<file path="src/rtl/ps2_mouse_tracker_if.sv">
// Byte stream from the PS/2 receiver and the resulting cursor/button state.
// The tracker consumes bytes through the slave modport.
interface ps2_mouse_tracker_if;
    logic [7:0] received_data;
    logic       received_data_en;
    logic [7:0] x;
    logic [7:0] y;
    logic       left_click;
    logic       right_click;
    logic       packet_valid;

    modport master (
        output received_data, received_data_en,
        input  x, y, left_click, right_click, packet_valid
    );

    modport slave (
        input  received_data, received_data_en,
        output x, y, left_click, right_click, packet_valid
    );
endinterface

</file>
<file path="src/rtl/ps2_mouse_tracker.sv">
// Parses 3-byte PS/2 mouse packets and keeps a saturated cursor position
// plus button state. An idle watchdog resynchronises on a stalled packet.
module ps2_mouse_tracker #(
    parameter int X_MAX   = 159,
    parameter int Y_MAX   = 119,
    parameter int X_INIT  = 80,
    parameter int Y_INIT  = 60,
    parameter int TIMEOUT = 1_000_000
) (
    input  logic               clock,
    input  logic               resetn,
    ps2_mouse_tracker_if.slave bus
);
    localparam int CNT_W = $clog2(TIMEOUT + 1);
    localparam logic signed [10:0] XMAX_S = 11'(X_MAX);
    localparam logic signed [10:0] YMAX_S = 11'(Y_MAX);

    typedef enum logic [1:0] {WAIT_HDR, WAIT_DX, WAIT_DY} state_t;

    state_t           state_q, state_d;
    logic [CNT_W-1:0] idle_q, idle_d;
    // Only the header bits that matter: {ovf_y, ovf_x, sign_y, sign_x, right, left}
    logic [5:0]       hdr_q, hdr_d;
    logic [7:0]       dx_q, dx_d;
    logic [7:0]       x_q, x_d, y_q, y_d;
    logic             left_q, left_d, right_q, right_d, pv_q, pv_d;

    logic               hdr_ok;
    logic               idle_expired;
    logic signed [10:0] dx_ext, dy_ext, x_sum, y_sum;

    function automatic logic [7:0] sat(input logic signed [10:0] v,
                                       input logic signed [10:0] vmax);
        if (v < 0)
            return 8'd0;
        else if (v > vmax)
            return 8'(vmax);
        else
            return v[7:0];
    endfunction

    assign hdr_ok = bus.received_data[3] && (bus.received_data != 8'hFA) &&
                    (bus.received_data != 8'hAA);
    assign idle_expired = (idle_q == CNT_W'(TIMEOUT - 1));

    // dy comes straight from the bus so the result lands on the third byte's edge
    assign dx_ext = {{3{hdr_q[2]}}, dx_q};
    assign dy_ext = {{3{hdr_q[3]}}, bus.received_data};
    assign x_sum  = $signed({3'b000, x_q}) + dx_ext;
    assign y_sum  = $signed({3'b000, y_q}) - dy_ext;

    always_comb begin
        state_d = state_q;
        idle_d  = '0;
        hdr_d   = hdr_q;
        dx_d    = dx_q;
        x_d     = x_q;
        y_d     = y_q;
        left_d  = left_q;
        right_d = right_q;
        pv_d    = 1'b0;
        case (state_q)
            WAIT_HDR: begin
                if (bus.received_data_en && hdr_ok) begin
                    hdr_d   = {bus.received_data[7:4], bus.received_data[1:0]};
                    state_d = WAIT_DX;
                end
            end
            WAIT_DX: begin
                if (bus.received_data_en) begin
                    dx_d    = bus.received_data;
                    state_d = WAIT_DY;
                end else if (idle_expired) begin
                    state_d = WAIT_HDR;
                end else begin
                    idle_d = idle_q + 1'b1;
                end
            end
            WAIT_DY: begin
                if (bus.received_data_en) begin
                    if (!hdr_q[4]) x_d = sat(x_sum, XMAX_S);
                    if (!hdr_q[5]) y_d = sat(y_sum, YMAX_S);
                    left_d  = hdr_q[0];
                    right_d = hdr_q[1];
                    pv_d    = 1'b1;
                    state_d = WAIT_HDR;
                end else if (idle_expired) begin
                    state_d = WAIT_HDR;
                end else begin
                    idle_d = idle_q + 1'b1;
                end
            end
            default: state_d = WAIT_HDR;
        endcase
    end

    always_ff @(posedge clock) begin
        if (!resetn) begin
            state_q <= WAIT_HDR;
            idle_q  <= '0;
            hdr_q   <= '0;
            dx_q    <= '0;
            x_q     <= 8'(X_INIT);
            y_q     <= 8'(Y_INIT);
            left_q  <= 1'b0;
            right_q <= 1'b0;
            pv_q    <= 1'b0;
        end else begin
            state_q <= state_d;
            idle_q  <= idle_d;
            hdr_q   <= hdr_d;
            dx_q    <= dx_d;
            x_q     <= x_d;
            y_q     <= y_d;
            left_q  <= left_d;
            right_q <= right_d;
            pv_q    <= pv_d;
        end
    end

    assign bus.x            = x_q;
    assign bus.y            = y_q;
    assign bus.left_click   = left_q;
    assign bus.right_click  = right_q;
    assign bus.packet_valid = pv_q;
endmodule

</file>
<file path="src/flat_wrapper.sv">
// flat-port wrapper written by rule: the top's interface ports become plain ports
module ps2_mouse_tracker_flat 
#(
    parameter int X_MAX   = 159,
    parameter int Y_MAX   = 119,
    parameter int X_INIT  = 80,
    parameter int Y_INIT  = 60,
    parameter int TIMEOUT = 1_000_000
)
  (clock, resetn, bus_received_data, bus_received_data_en, bus_x, bus_y, bus_left_click, bus_right_click, bus_packet_valid);
  ps2_mouse_tracker_if bus_i ();
  input  logic clock;
  input  logic resetn;
  input wire logic [$bits(bus_i.received_data)-1:0] bus_received_data;
  input wire logic [$bits(bus_i.received_data_en)-1:0] bus_received_data_en;
  output wire logic [$bits(bus_i.x)-1:0] bus_x;
  output wire logic [$bits(bus_i.y)-1:0] bus_y;
  output wire logic [$bits(bus_i.left_click)-1:0] bus_left_click;
  output wire logic [$bits(bus_i.right_click)-1:0] bus_right_click;
  output wire logic [$bits(bus_i.packet_valid)-1:0] bus_packet_valid;
  assign bus_i.received_data = bus_received_data;
  assign bus_i.received_data_en = bus_received_data_en;
  assign bus_x = bus_i.x;
  assign bus_y = bus_i.y;
  assign bus_left_click = bus_i.left_click;
  assign bus_right_click = bus_i.right_click;
  assign bus_packet_valid = bus_i.packet_valid;
  ps2_mouse_tracker #(.X_MAX(X_MAX), .Y_MAX(Y_MAX), .X_INIT(X_INIT), .Y_INIT(Y_INIT), .TIMEOUT(TIMEOUT)) u_core (.clock(clock), .resetn(resetn), .bus(bus_i));
endmodule
</file>
<file path="config.mk">
export PLATFORM = sky130hd
export DESIGN_NAME = ps2_mouse_tracker_flat
export DESIGN_NICKNAME = d
export VERILOG_FILES = /design/src/rtl/ps2_mouse_tracker_if.sv /design/src/rtl/ps2_mouse_tracker.sv /design/src/flat_wrapper.sv
export SDC_FILE = /design/constraint.sdc
export NUM_CORES = 1
export LEC_CHECK = 0
export ABC_AREA = 1
export CAP_MARGIN = 20
export CORE_ASPECT_RATIO = 0.5
export CORE_MARGIN = 1.5
export CORE_UTILIZATION = 52
export DETAILED_ROUTE_END_ITERATION = 10
export GPL_TIMING_DRIVEN = 0
export PLACE_DENSITY_LB_ADDON = 0.1
export SYNTH_ARGS = -nofsm -noshare
export SYNTH_HDL_FRONTEND = slang
export SYNTH_SLANG_ARGS = --single-unit
</file>
<file path="constraint.sdc">
create_clock -name clock -period 2.3 [get_ports clock]
set_clock_uncertainty 0.15 [all_clocks]
set_input_delay 0.69 -clock clock [delete_from_list [all_inputs] [get_ports clock]]
set_output_delay 0.69 -clock clock [all_outputs]
set_load 0.01 [all_outputs]
</file>
# After elaboration in Yosys (flattened, before gate mapping)
# Index checks and enable logic that the tools add are counted.
[op_classes]
n_eq_ne = 6
mux = 10
n_addsub = 3
bitwise_logic = 4
n_reduce_logical = 12
order_cmp = 4
[ops]
columns = ["cell", "count"]
rows = [
  ["$mux W8", 4],
  ["$add A20 B1 Y20 const B", 1],
  ["$eq A20 B20 Y1 const B", 1],
  ["$lt A10 B1 Y1 const B", 2],
  ["$ne A8 B8 Y1 const B", 2],
  ["$add A9 B9 Y10", 1],
  ["$gt A10 B8 Y1 const B", 1],
  ["$gt A10 B9 Y1 const B", 1],
  ["$sub A9 B9 Y10", 1],
  ["$mux W2", 4],
  ["$reduce_and A2 Y1", 4],
  ["$pmux W2 S3", 1],
  ["$reduce_and A3 Y1", 2],
  ["$not A1 Y1", 4],
  ["$reduce_or A4 Y1", 1],
  ["$logic_and A1 B1 Y1", 3],
  ["$eq A2 B1 Y1 const B", 1],
  ["$eq A2 B2 Y1 const B", 1],
  ["$logic_not A2 Y1", 1],
  ["$ne A2 B1 Y1 const B", 1],
  ["$reduce_or A2 Y1", 1],
  ["$mux W1", 1],
]
[word_totals]
output_inout_bits = 19
regBits = 55
input_bits = 11
word_cells = 48

# Logic depth before layout (Yosys ltp)
# Gate-level depths: netlist (run 1).
[depth]
word_depth = 6
ltp_mapped = 15
depth_no_buf = 15

# Worst setup path after synthesis (run 1)
# No wires, ideal clock.
[synth_timing]
path_kind = "input to register"
startpoint = "input bus_received_data[0]"
endpoint = "register u_core.y_q[2], in the netlist u_core.bus.y[2]"
t_required_ns = 2.034
setup_ns = 0.116
arrival_ns = 2.006
path_buffers = 0
setup_slack_ns = 0.028
path_stages = 13
cell_sequence = "ha_1 > inv_1 > fa_1 > nand2_1 > nand2_1 > nand2_1 > nand2_1 > nand2_1 > nand2_1 > inv_1 > nand3_1 > o21ai_1 > nand2_1"
[synth_between]
elab_chain_len = 4
elab_cells_between_ends = 5
cone_classes = "1 x add/sub; 2 x order compare; 2 x mux"
[synth_lines]
columns = ["element", "line_no", "text"]
rows = [
  ["start, declared", "flat_wrapper.sv:14", "input wire logic [$bits(bus_i.received_data)-1:0] bus_received_data;"],
  ["$sub A9 B9 Y10 *", "ps2_mouse_tracker.sv:50", "assign y_sum = $signed({3'b000, y_q}) - dy_ext;"],
  ["$gt A10 B8 Y1", "ps2_mouse_tracker.sv:36", "else if (v > vmax)"],
  ["$mux W8", "ps2_mouse_tracker.sv:36", ""],
  ["$mux W8 *", "ps2_mouse_tracker.sv:34", "if (v < 0)"],
  ["end signal, assigned", "ps2_mouse_tracker.sv:104", "y_q <= 8'(Y_INIT);"],
  ["end signal, assigned", "ps2_mouse_tracker.sv:114", "y_q <= y_d;"],
  ["end, declared", "ps2_mouse_tracker.sv:25", "logic [7:0] x_q, x_d, y_q, y_d;"],
]
# Mark *: on every way between the ends. The rest lies on a longest branch, timed or not.
# A chain may end at the register's enable or synchronous reset.

# Worst setup path after layout (run 1)
[layout_timing]
startpoint = "register u_core.y_q[1], in the netlist u_core.bus.y[1]"
endpoint = "output bus_y[1]"
[layout_lines]
columns = ["element", "line_no", "text"]
rows = [
  ["end, declared", "flat_wrapper.sv:17", "output wire logic [$bits(bus_i.y)-1:0] bus_y;"],
]
# No word-level cell between the ends.

==> metrics.md, run 1 <==
| Metric | Value |
|---|---|
| Vias in the first global route | 2639 |
| Nets | 530 |
| Buffers and inverters on the worst path | 1 |
| Worst skew pair latency | about 0.30 ns |
| Endpoint of the worst register-to-register path | u_core.bus.y[0] |
| CTS Sinks | 55 |
| Syn_nets | 489 |
| Crit path capture type | output port |
| Slowest-stage cell, CP | clkdlybuf4s50_1 |
| Worst reg2reg setup slack | 0.22 ns |
| Hold_sp | u_core.hdr_q[4] |
| Mapped cell area | 0.00320 mm^2 |
| Worst Hold Class | reg2reg |
| Multi-input logic area | around 0.002 mm^2 |
| Post-route setup TNS | 0 ns |
| Sequential area share after synthesis | 34.4% |
| Max-cap violations | 0 |
| Layout area overhead | 21.8% |
| Status | finished, final reports clean |
| Worst path arrival time | 1.37 ns |
| Syn_area_per_cell | 7.03 um^2 |
| Final Cycle Share | about 96% |
| CP Max Fanout | 4 |
| Routed length on met3 | 281 um |
| Worst path cell trace | clkdlybuf4s50_1 |
| Setup CP Type | reg2out |
| Initial DRT Pass Iterations | 5 |
| DP HPWL | 5290 um |
| Die H | between 50 and 60 um |
| Top post-synthesis cells by area | dfxtp_1 (34%), nand2_1 (13%), ha_1 (8.2%) |
| Initial Util | 56.1% |
| Least-Margin Pin Slew | 0.627 ns |
| Clock slew at reported path FFs | 0.07 ns |
| Total global-route track usage | 23.3% |
| Core Box Area | between 0.005 and 0.006 mm^2 |
| Grt ovf | 0 |
| Synthesized flop and latch total | between 50 and 60 |
| Largest stage delay, worst path | between 0.6 and 0.7 ns |
| Main synth FF type | dfxtp_1 |
| Area leader, netlist | dfxtp_1 |
| IO buf count | 28 |
| Detailed-route DRC error count | 0 |
| Max IR drop VDD | 0.368 mV |
| DIE AREA | 0.00666 mm^2 |
| Metal-1 WL | 3490 um |
| CTS tree | done |
| Gpl congestion | 0.877 |
| DR WL/cell | 12.6 um |
| Worst EP required | 1.46 ns |
| Die X | 114 um |
| H-Tree Depth | 2 |
| Library cells used by synthesis | 36 |
| DRT antenna net count | 0 |
| IO Pins | 30 |
| Synth top area share | 34.4% |
| Post-DR vias/cell | 5.22 |
| Maximum clock rate | 0.452 GHz |
| Met2 WL | 3330 um |
| Leak pwr | 1.64 nW |
| Storage element area | 0.00110 mm^2 |
| Post-synth EDFFs | 0 |
| Slew HR | between 50 and 60% |
| DR top layer | met4 |
| Ys async rst share | 0% |
| Synth Warn # | 0 |
| CP top delay family | buffers and inverters |
| Share of cells above drive strength 1 | 13.7% |
| Initial antenna violation count | 0 |
| RR Startpoint | u_core.bus.y[0] |
| Count of pins over their slew limit | 0 |
| Hold Path Depth | 2 |
| Largest net degree at the start of global routing | 15 |
| Cts bufs inserted | 5 |
| Fin crit period | approximately 2.2 ns |
| Filler cells | 481 |
| Startpoint types | flip-flop |
| Initial DRC Count | 179 |
| Final hold viol count | 0 |
| Antenna cells | 0 |
| Total power | 0.00204 W |
| Max clock buf depth | 2 |
| Number of setup violations in the final report | 0 |
| Detailed-route via count | about 3000 |
| Routed WL | 7180 um |
| Hold EP | u_core.hdr_q[4] |
| Pwr per Cell Area | 523 mW/mm^2 |
| # rows | 19 |
| CTS Root Cell | clkbuf_16 |
| Global-route wire length before repair | approximately 12000 um |
| Worst r2r path cells | 13 |
| Number of cells produced by synthesis | 455 |
[worst max-delay path by stage]
stage	cells after the start	slack, ns	start	end
final	1	0.09	u_core.bus.y[1]	bus_y[1]
after global routing	11	-0.001	bus_received_data[5]	u_core.bus.y[3]
after CTS	13	0.007	bus_received_data[7]	u_core.bus.y[2]
after detailed placement	14	-0.84	bus_received_data[0]	u_core.bus.y[5]
after global placement	14	-0.80	bus_received_data[0]	u_core.bus.y[5]
after floorplan	13	0.03	bus_received_data[0]	u_core.bus.y[2]
[area by class of cell]
class | instances | area share (%)
Buffer | 7 | 0.674
Sequential cell | 55 | 28.3
Inverter | 64 | 6.17
Timing Repair Buffer | 34 | 7.77
Tap cell | 73 | 2.34
Multi-Input combinational cell | 329 | 51.5
Clock buffer | 6 | 3.31
[synth_stat cells (6+ instances only)]
library cell and n:
nand4_1 15, o21ai_0 18, ha_1 21, o21ai_1 6
nand2_1 113, nand3b_1 6, nor3_1 7, a21oi_1 49
nand3_1 20, nor2_1 33, inv_1 60, dfxtp_1 55
[flip-flops by register name (all words and copies together), names as in the netlist]
signal                   flops
u_core.idle_q               20
u_core.bus.x                 8
u_core.bus.y                 8
u_core.dx_q                  8
u_core.hdr_q                 6
u_core.state_q               2
u_core.bus.left_click        1
u_core.bus.packet_valid      1
u_core.bus.right_click       1
[report_power, final]
| part | switching [W] | internal [W] |
|---|---|---|
| clock network | 0.000330 | 0.000393 |
| logic | 0.000198 | 0.000120 |
| registers | 0.0000171 | 0.000978 |
| total | 0.000545 | 0.00149 |
[stage by stage]
step	cell area, um^2	std cells	worst slack (ns)	hold slack, ns	utilization [%]
4_1_cts	3820	563	0.00686	0.296	67.0
6_report	3900	568	0.0900	0.303	68.3
3_3_place_gp	3570	556	-0.803	0.283	62.6
2_1_floorplan	3200	455	0.0278	0.274	-
3_5_place_dp	3570	556	-0.837	0.286	62.6
5_1_grt	3900	568	-0.00108	0.330	68.3
[kinds of logic (layout without fill, tap and decap cells)]
family | Yosys count | in the layout | share of synthesized area [%]
compound gates | 84 | 84 | 14.2
xor+xnor | 8 | 8 | 2.19
fa+ha+maj | 23 | 23 | 9.47
buf+inv | 71 | 111 | 8.33
flops | 55 | 55 | 34.4
simple gates | 214 | 214 | 31.4
[cell usage in the layout, fill, tap and decap left out, types with 4 or more instances in the layout]
master	netlist	final
nor3_1	7	7
nand2_2	2	7
xor2_1	4	4
nand4_1	15	15
xnor2_1	4	4
clkbuf_1	5	6
dfxtp_1	55	55
ha_4	0	8
nor2_1	33	32
clkbuf_2	0	4
nand2_1	113	107
nor3b_1	5	5
nand3b_1	6	6
inv_1	60	49
inv_2	3	14
nand3_1	20	18
buf_4	0	6
a21oi_1	49	48
o21bai_1	4	4
clkbuf_16	0	5
ha_1	21	12
clkdlybuf4s50_1	0	20
o21ai_0	18	18
o21ai_1	6	4
[timing repair]
item | 4_1_cts | 5_1_grt
endpoints found under the setup margin | 7 | 18
pin swaps | 6 | 15
gates resized for setup | 33 | 27
hold buffers | 0 | 0
buffers inserted | 1 | 5
[per-layer routing]
layer | up-vias | track usage (%)
met5 | - | 0
met4 | 0 | 7.68
met3 | 8 | 5.25
met2 | 47 | 40.1
met1 | 1338 | 29.8
li1 | 1573 | -
Power figures use the tool's default switching activity.
==> run 2: changes to the inputs <==
--- a/config.mk
+++ b/config.mk
@@ -9,10 +9,12 @@
 export CAP_MARGIN = 20
 export CORE_ASPECT_RATIO = 0.5
 export CORE_MARGIN = 1.5
-export CORE_UTILIZATION = 52
+export CORE_UTILIZATION = 54
+export CTS_BUF_LIST = sky130_fd_sc_hd__clkbuf_4
 export DETAILED_ROUTE_END_ITERATION = 10
 export GPL_TIMING_DRIVEN = 0
 export PLACE_DENSITY_LB_ADDON = 0.1
+export SLEW_MARGIN = 30
 export SYNTH_ARGS = -nofsm -noshare
 export SYNTH_HDL_FRONTEND = slang
 export SYNTH_SLANG_ARGS = --single-unit
==> metrics.md, run 2 (synthesis results as in run 1) <==
| Metric | Value |
|---|---|
| Status | finished, final reports clean |
| CTS Sinks | 55 |
| DP HPWL | 5250 um |
| WHS | 0.304 ns |
| Sw Pwr | 0.000515 W |
| Place WS | -0.813 ns |
| Die X | about 110 um |
| Largest Register | u_core.idle_q |
| Most frequent cells in the layout | nand2_1 (100), dfxtp_1 (52), inv_1 (50) |
| DRT antenna net count | 0 |
| Switching portion of total power | 29.6% |
| Initial antenna violation count | 0 |
| Startpoint types | primary input |
| Pwr per Cell Area | 449 mW/mm^2 |
| Crit path capture type | flip-flop |
| CTS tree | done |
| Int Pwr | 0.00122 W |
| CTS Root Cell | clkbuf_4 |
| Number of flip-flops in the largest register | 20 |
| Maximum clock rate | 0.443 GHz |
| IO buf count | 28 |
| Worst EP required | 2.47 ns |
| Final hold viol count | 0 |
| Gpl congestion | 0.861 |
| H-Tree Depth | 2 |
| Largest net degree at the start of global routing | 15 |
| Routed WL | 7470 um |
| Slowest-stage cell, CP | a31oi_4 |
| DIE AREA | roughly 0.0064 mm^2 |
| Worst Hold Class | reg2reg |
| Clock network power share | a little under a quarter |
| Filler cells | 481 |
| Largest stage delay, worst path | 0.35 ns |
| Leak pwr | 1.62 nW |
| Antenna cells | 0 |
| Cell Area, Placed | 0.00357 mm^2 |
| Buffers and inverters on the worst path | 3 |
| Global-route wire length before repair | 12400 um |
| Layout area overhead | 21.0% |
| Commonest non-fill, non-tap cell in the layout | nand2_1 |
| Fin crit period | 2.26 ns |
| CP top delay family | simple AND/OR/NAND/NOR gates |
| CP Max Fanout | 7 |
| Share of cells above drive strength 1 | 16.6% |
| Post-DR vias/cell | 5.37 |
| Nets | 529 |
| Least-Margin Pin Slew | 0.618 ns |
| # rows | 19 |
| Core Box Area | 0.00559 mm^2 |
| Register share of total power | 57.2% |
| Initial Util | 57.2% |
| Total global-route track usage | about 24% |
| Initial DRT Pass Iterations | 4 |
| GR Util met3 | 5.95% |
| Worst path arrival time | 2.42 ns |
| Number of setup violations in the final report | 0 |
| Slew HR | 58.8% |
| Count of pins over their slew limit | 0 |
| Grt met1 use | 29.6% |
| Final Cycle Share | 98.2% |
| Met2 usage | 43.1% |
| Worst path cell trace | dlygate4sd2_1 -> inv_2 -> ha_4 -> nand2_1 -> nand2_1 -> inv_1 -> nand2_2 -> nand2_2 -> nand2_1 -> nand2_2 -> a31oi_4 -> nand2_2 -> a21oi_2 |
| Max IR drop VDD | 0.274 mV |
| Max clock buf depth | 2 |
| Total power | 0.00174 W |
| Final Cell Area | about 0.0039 mm^2 |
| DR WL/cell | around 13 um |
| Worst skew pair latency | 0.38 ns |
| IO Pins | 30 |
| Die H | 57.4 um |
| Grt ovf | 0 |
| Logic pwr share | 19.1% |
| Cts bufs inserted | 5 |
| Critical Path Most Common Cell | nand2_2 |
| Setup CP Type | in2reg |
| Detailed-route DRC error count | 0 |
| Setup ws final | 0.0423 ns |
| Post-route setup TNS | 0 ns |
| Gr busiest metal | met2 |
| Initial DRC Count | 208 |
| Vias in the first global route | 2819 |
| Detailed-route via count | 3045 |
| Clock slew at reported path FFs | 0.14 ns |
| Max-cap violations | 0 |
-- run 2: power by group through the flow --
stage          registers [W]  logic, W  clock network (W)
2_1_floorplan        0.00101  0.000207                  0
3_3_place_gp         0.00102  0.000277                  0
3_5_place_dp         0.00102  0.000281                  0
4_1_cts             0.000996  0.000303           0.000435
5_1_grt              0.00100  0.000376           0.000466
6_report            0.000996  0.000333           0.000411
-- run 2: path summary, 6_finish.rpt --
| check | start | to | slack, ns | depth (start not counted) |
|---|---|---|---|---|
| setup reg to reg | u_core.bus.y[0] | u_core.bus.y[6] | 0.21 | 13 |
| hold reg to reg | u_core.hdr_q[4] | u_core.hdr_q[4] | 0.30 | 2 |
| setup / recovery | bus_received_data[2] | u_core.bus.y[6] | 0.04 | 13 |
| hold / removal | u_core.hdr_q[4] | u_core.hdr_q[4] | 0.30 | 2 |
-- run 2: final cells by class --
cell class              instances  area, um^2  share of cell area (%)
multi-input cells             329        2040                    52.7
repair buffers                 33         322                    8.31
inverters                      64         240                    6.21
flip-flops and latches         55        1100                    28.5
well taps                      73        91.3                    2.36
clock buffers                   6        45.0                    1.16
plain buffers                   7        27.5                   0.711
-- run 2: per-stage QoR --
stage	util [%]	std cells
global route	69.3	567
finish	69.3	567
floorplan	-	455
detailed placement	63.9	556
CTS	66.8	563
global placement	63.9	556
-- run 2: timing repair --
action,4_1_cts,5_1_grt
endpoints found under the setup margin,7,20
pin swaps,3,17
gates resized for setup,23,44
buffers inserted,1,4
hold buffers,0,0
-- run 2: worst min-delay path, stage by stage (launching register included) --
cell and delay, ns:
dfxtp_1 0.34, inv_1 0.05, a21oi_1 0.04
-- run 2: layer usage --
metal	wire [um]	part of all wire, %
met1	3370	45
met2	3670	49
met3	356	4.8
met4	73	0.98
met5	0	0
==> run 3: changes to the inputs <==
--- a/config.mk
+++ b/config.mk
@@ -13,7 +13,7 @@
 export CTS_BUF_LIST = sky130_fd_sc_hd__clkbuf_4
 export DETAILED_ROUTE_END_ITERATION = 10
 export GPL_TIMING_DRIVEN = 0
-export PLACE_DENSITY_LB_ADDON = 0.1
+export PLACE_DENSITY_LB_ADDON = 0.2
 export SLEW_MARGIN = 30
 export SYNTH_ARGS = -nofsm -noshare
 export SYNTH_HDL_FRONTEND = slang
==> metrics.md, run 3 (synthesis results as in run 1) <==
| Metric | Value |
|---|---|
| Least-Margin Pin Slew | 0.604 ns |
| Final hold viol count | 0 |
| Max IR drop VDD | 0.358 mV |
| Slowest-stage cell, CP | clkdlybuf4s50_1 |
| Layout area overhead | 19.5% |
| # rows | 19 |
| Core Box Area | ~0.0056 mm^2 |
| Detailed-route DRC error count | 0 |
| Worst Hold Class | reg2reg |
| Die H | 57.4 um |
| Nets | 525 |
| Count of pins over their slew limit | 0 |
| Status | finished, final reports clean |
| DR WL/cell | 12.5 um |
| DRT antenna net count | 0 |
| Worst path cell trace | clkdlybuf4s50_1 |
| Max clock buf depth | 2 |
| Initial DRC Count | 220 |
| Worst EP required | about 1.5 ns |
| Clock slew at reported path FFs | 0.16 ns |
| Gpl congestion | roughly 0.9 |
| Largest net degree at the start of global routing | 16 |
| Detailed-route via count | 2987 |
| Startpoint types | flip-flop |
| Number of flip-flops in the largest register | 20 |
| CP Max Fanout | 3 |
| Initial Util | 57.2% |
| Crit path capture type | output port |
| CTS Root Cell | clkbuf_4 |
| DP HPWL | approximately 5300 um |
| Largest stage delay, worst path | between 0.5 and 0.6 ns |
| Grt ovf | 0 |
| Post-DR vias/cell | 5.28 |
| Hold buffer count at cts | 0 |
| Global-route wire length before repair | between 10000 and 15000 um |
| IO buf count | 28 |
| Number of setup violations in the final report | 0 |
| Slew HR | 59.7% |
| Max-cap violations | 0 |
| DIE AREA | 0.00642 mm^2 |
| Commonest non-fill, non-tap cell in the layout | nand2_1 |
| Die X | 112 um |
| Cts bufs inserted | 5 |
| Worst skew pair latency | 0.39 ns |
| Total global-route track usage | 23.0% |
| Vias in the first global route | ~2700 |
| CTS tree | done |
| Routed WL | roughly 7100 um |
| Post-route setup TNS | 0 ns |
| Core Util, Final | 68.4% |
| CP top delay family | buffers and inverters |
| Initial antenna violation count | 0 |
| Leak pwr | between 1.5 and 2 nW |
| RSZ-0062 raised after global routing | false |
| H-Tree Depth | 2 |
| Final Cycle Share | between 90% and 100% |
| Maximum clock rate | 0.449 GHz |
| Most frequent cells in the layout | nand2_1 (105), inv_1 (51), dfxtp_1 (50) |
| Fin crit period | 2.23 ns |
| Setup CP Type | reg2out |
| Worst path arrival time | 1.39 ns |
| Buffers and inverters on the worst path | 1 |
| Pwr per Cell Area | 461 mW/mm^2 |
| Filler cells | 480 |
| IO Pins | 30 |
| Share of cells above drive strength 1 | 14.0% |
| CTS Sinks | 55 |
| Largest Register | u_core.idle_q |
| Initial DRT Pass Iterations | 4 |
## run 3: cell types whose count changed in the layout (fill, tap and decap cells not counted), sizes merged
| cell | delta |
|---|---|
| clkbuf | +1 |
| dlygate4sd2 | +1 |
| diode | +1 |
| buf | -4 |
| clkdlybuf4s15 | -1 |
| clkinv | +1 |
## run 3: final timing paths
kind | cells past startpoint | slack (ns) | to | start
worst max-delay path | 1 | 0.07 | bus_y[2] | u_core.bus.y[2]
worst min-delay path | 1 | 0.32 | u_core.idle_q[0] | u_core.idle_q[0]
worst max register to register | 14 | 0.16 | u_core.bus.x[4] | u_core.bus.x[0]
worst min register to register | 1 | 0.32 | u_core.idle_q[0] | u_core.idle_q[0]
## run 3: final cells by class
type | count | area [um^2] | area share [%]
Inverter | 64 | 240 | 6.28
Sequential cell | 55 | 1110 | 29.0
Multi-Input combinational cell | 329 | 2010 | 52.6
Clock inverter | 1 | 5.00 | 0.131
Tap cell | 73 | 91.3 | 2.39
Clock buffer | 7 | 52.6 | 1.37
Antenna cell | 1 | 2.50 | 0.0655
Timing Repair Buffer | 29 | 287 | 7.50
Buffer | 7 | 27.5 | 0.720
## run 3: report_power, final
group	switching, W	internal [W]	leakage, nW
sequential	0.0000176	0.000979	0.448
clock	0.000300	0.000144	0.0361
combinational	0.000201	0.000120	1.13
total	0.000518	0.00124	1.61
## run 3: metrics by stage
stage | hold WS [ns] | worst slack, ns | cell area, um^2 | power [W] | instances
4_1_cts | 0.308 | -0.00446 | 3740 | 0.00176 | 565
2_1_floorplan | 0.274 | 0.0278 | 3200 | 0.00122 | 455
3_5_place_dp | 0.287 | -0.824 | 3570 | 0.00130 | 556
5_1_grt | 0.347 | 0.00386 | 3820 | 0.00187 | 565
3_3_place_gp | 0.282 | -0.790 | 3570 | 0.00129 | 556
6_report | 0.324 | 0.0738 | 3820 | 0.00176 | 566
## run 3: layer usage
metal | share of wire (%) | wire [um] | track usage, % | vias to the layer above
met3 | 4.8 | 341 | 6.27 | 11
li1 | - | - | - | 1567
met1 | 48 | 3380 | 29.2 | 1346
met4 | 1.2 | 85 | 7.23 | 0
met5 | 0 | 0 | 0 | -
met2 | 46 | 3250 | 38.9 | 63
## run 3: worst reg2reg max path, stage by stage (launching register included)
cell and delay [ns]:
dfxtp_2 0.36, ha_1 0.24, fa_2 0.37, nand3_1 0.07, nand2_1 0.11, nand2_2 0.09
nand3b_1 0.09, nand2_1 0.08, nand2_1 0.06, nand2_2 0.12, nand2_1 0.08, nand2_1 0.07
nand2_1 0.05, nand2_1 0.05, nand2_1 0.05
## run 3: repair_timing
action / CTS / global route
endpoints found under the setup margin: 7 / 21
pin swaps: 4 / 5
gates resized for setup: 25 / 30
buffers inserted: 1 / 0
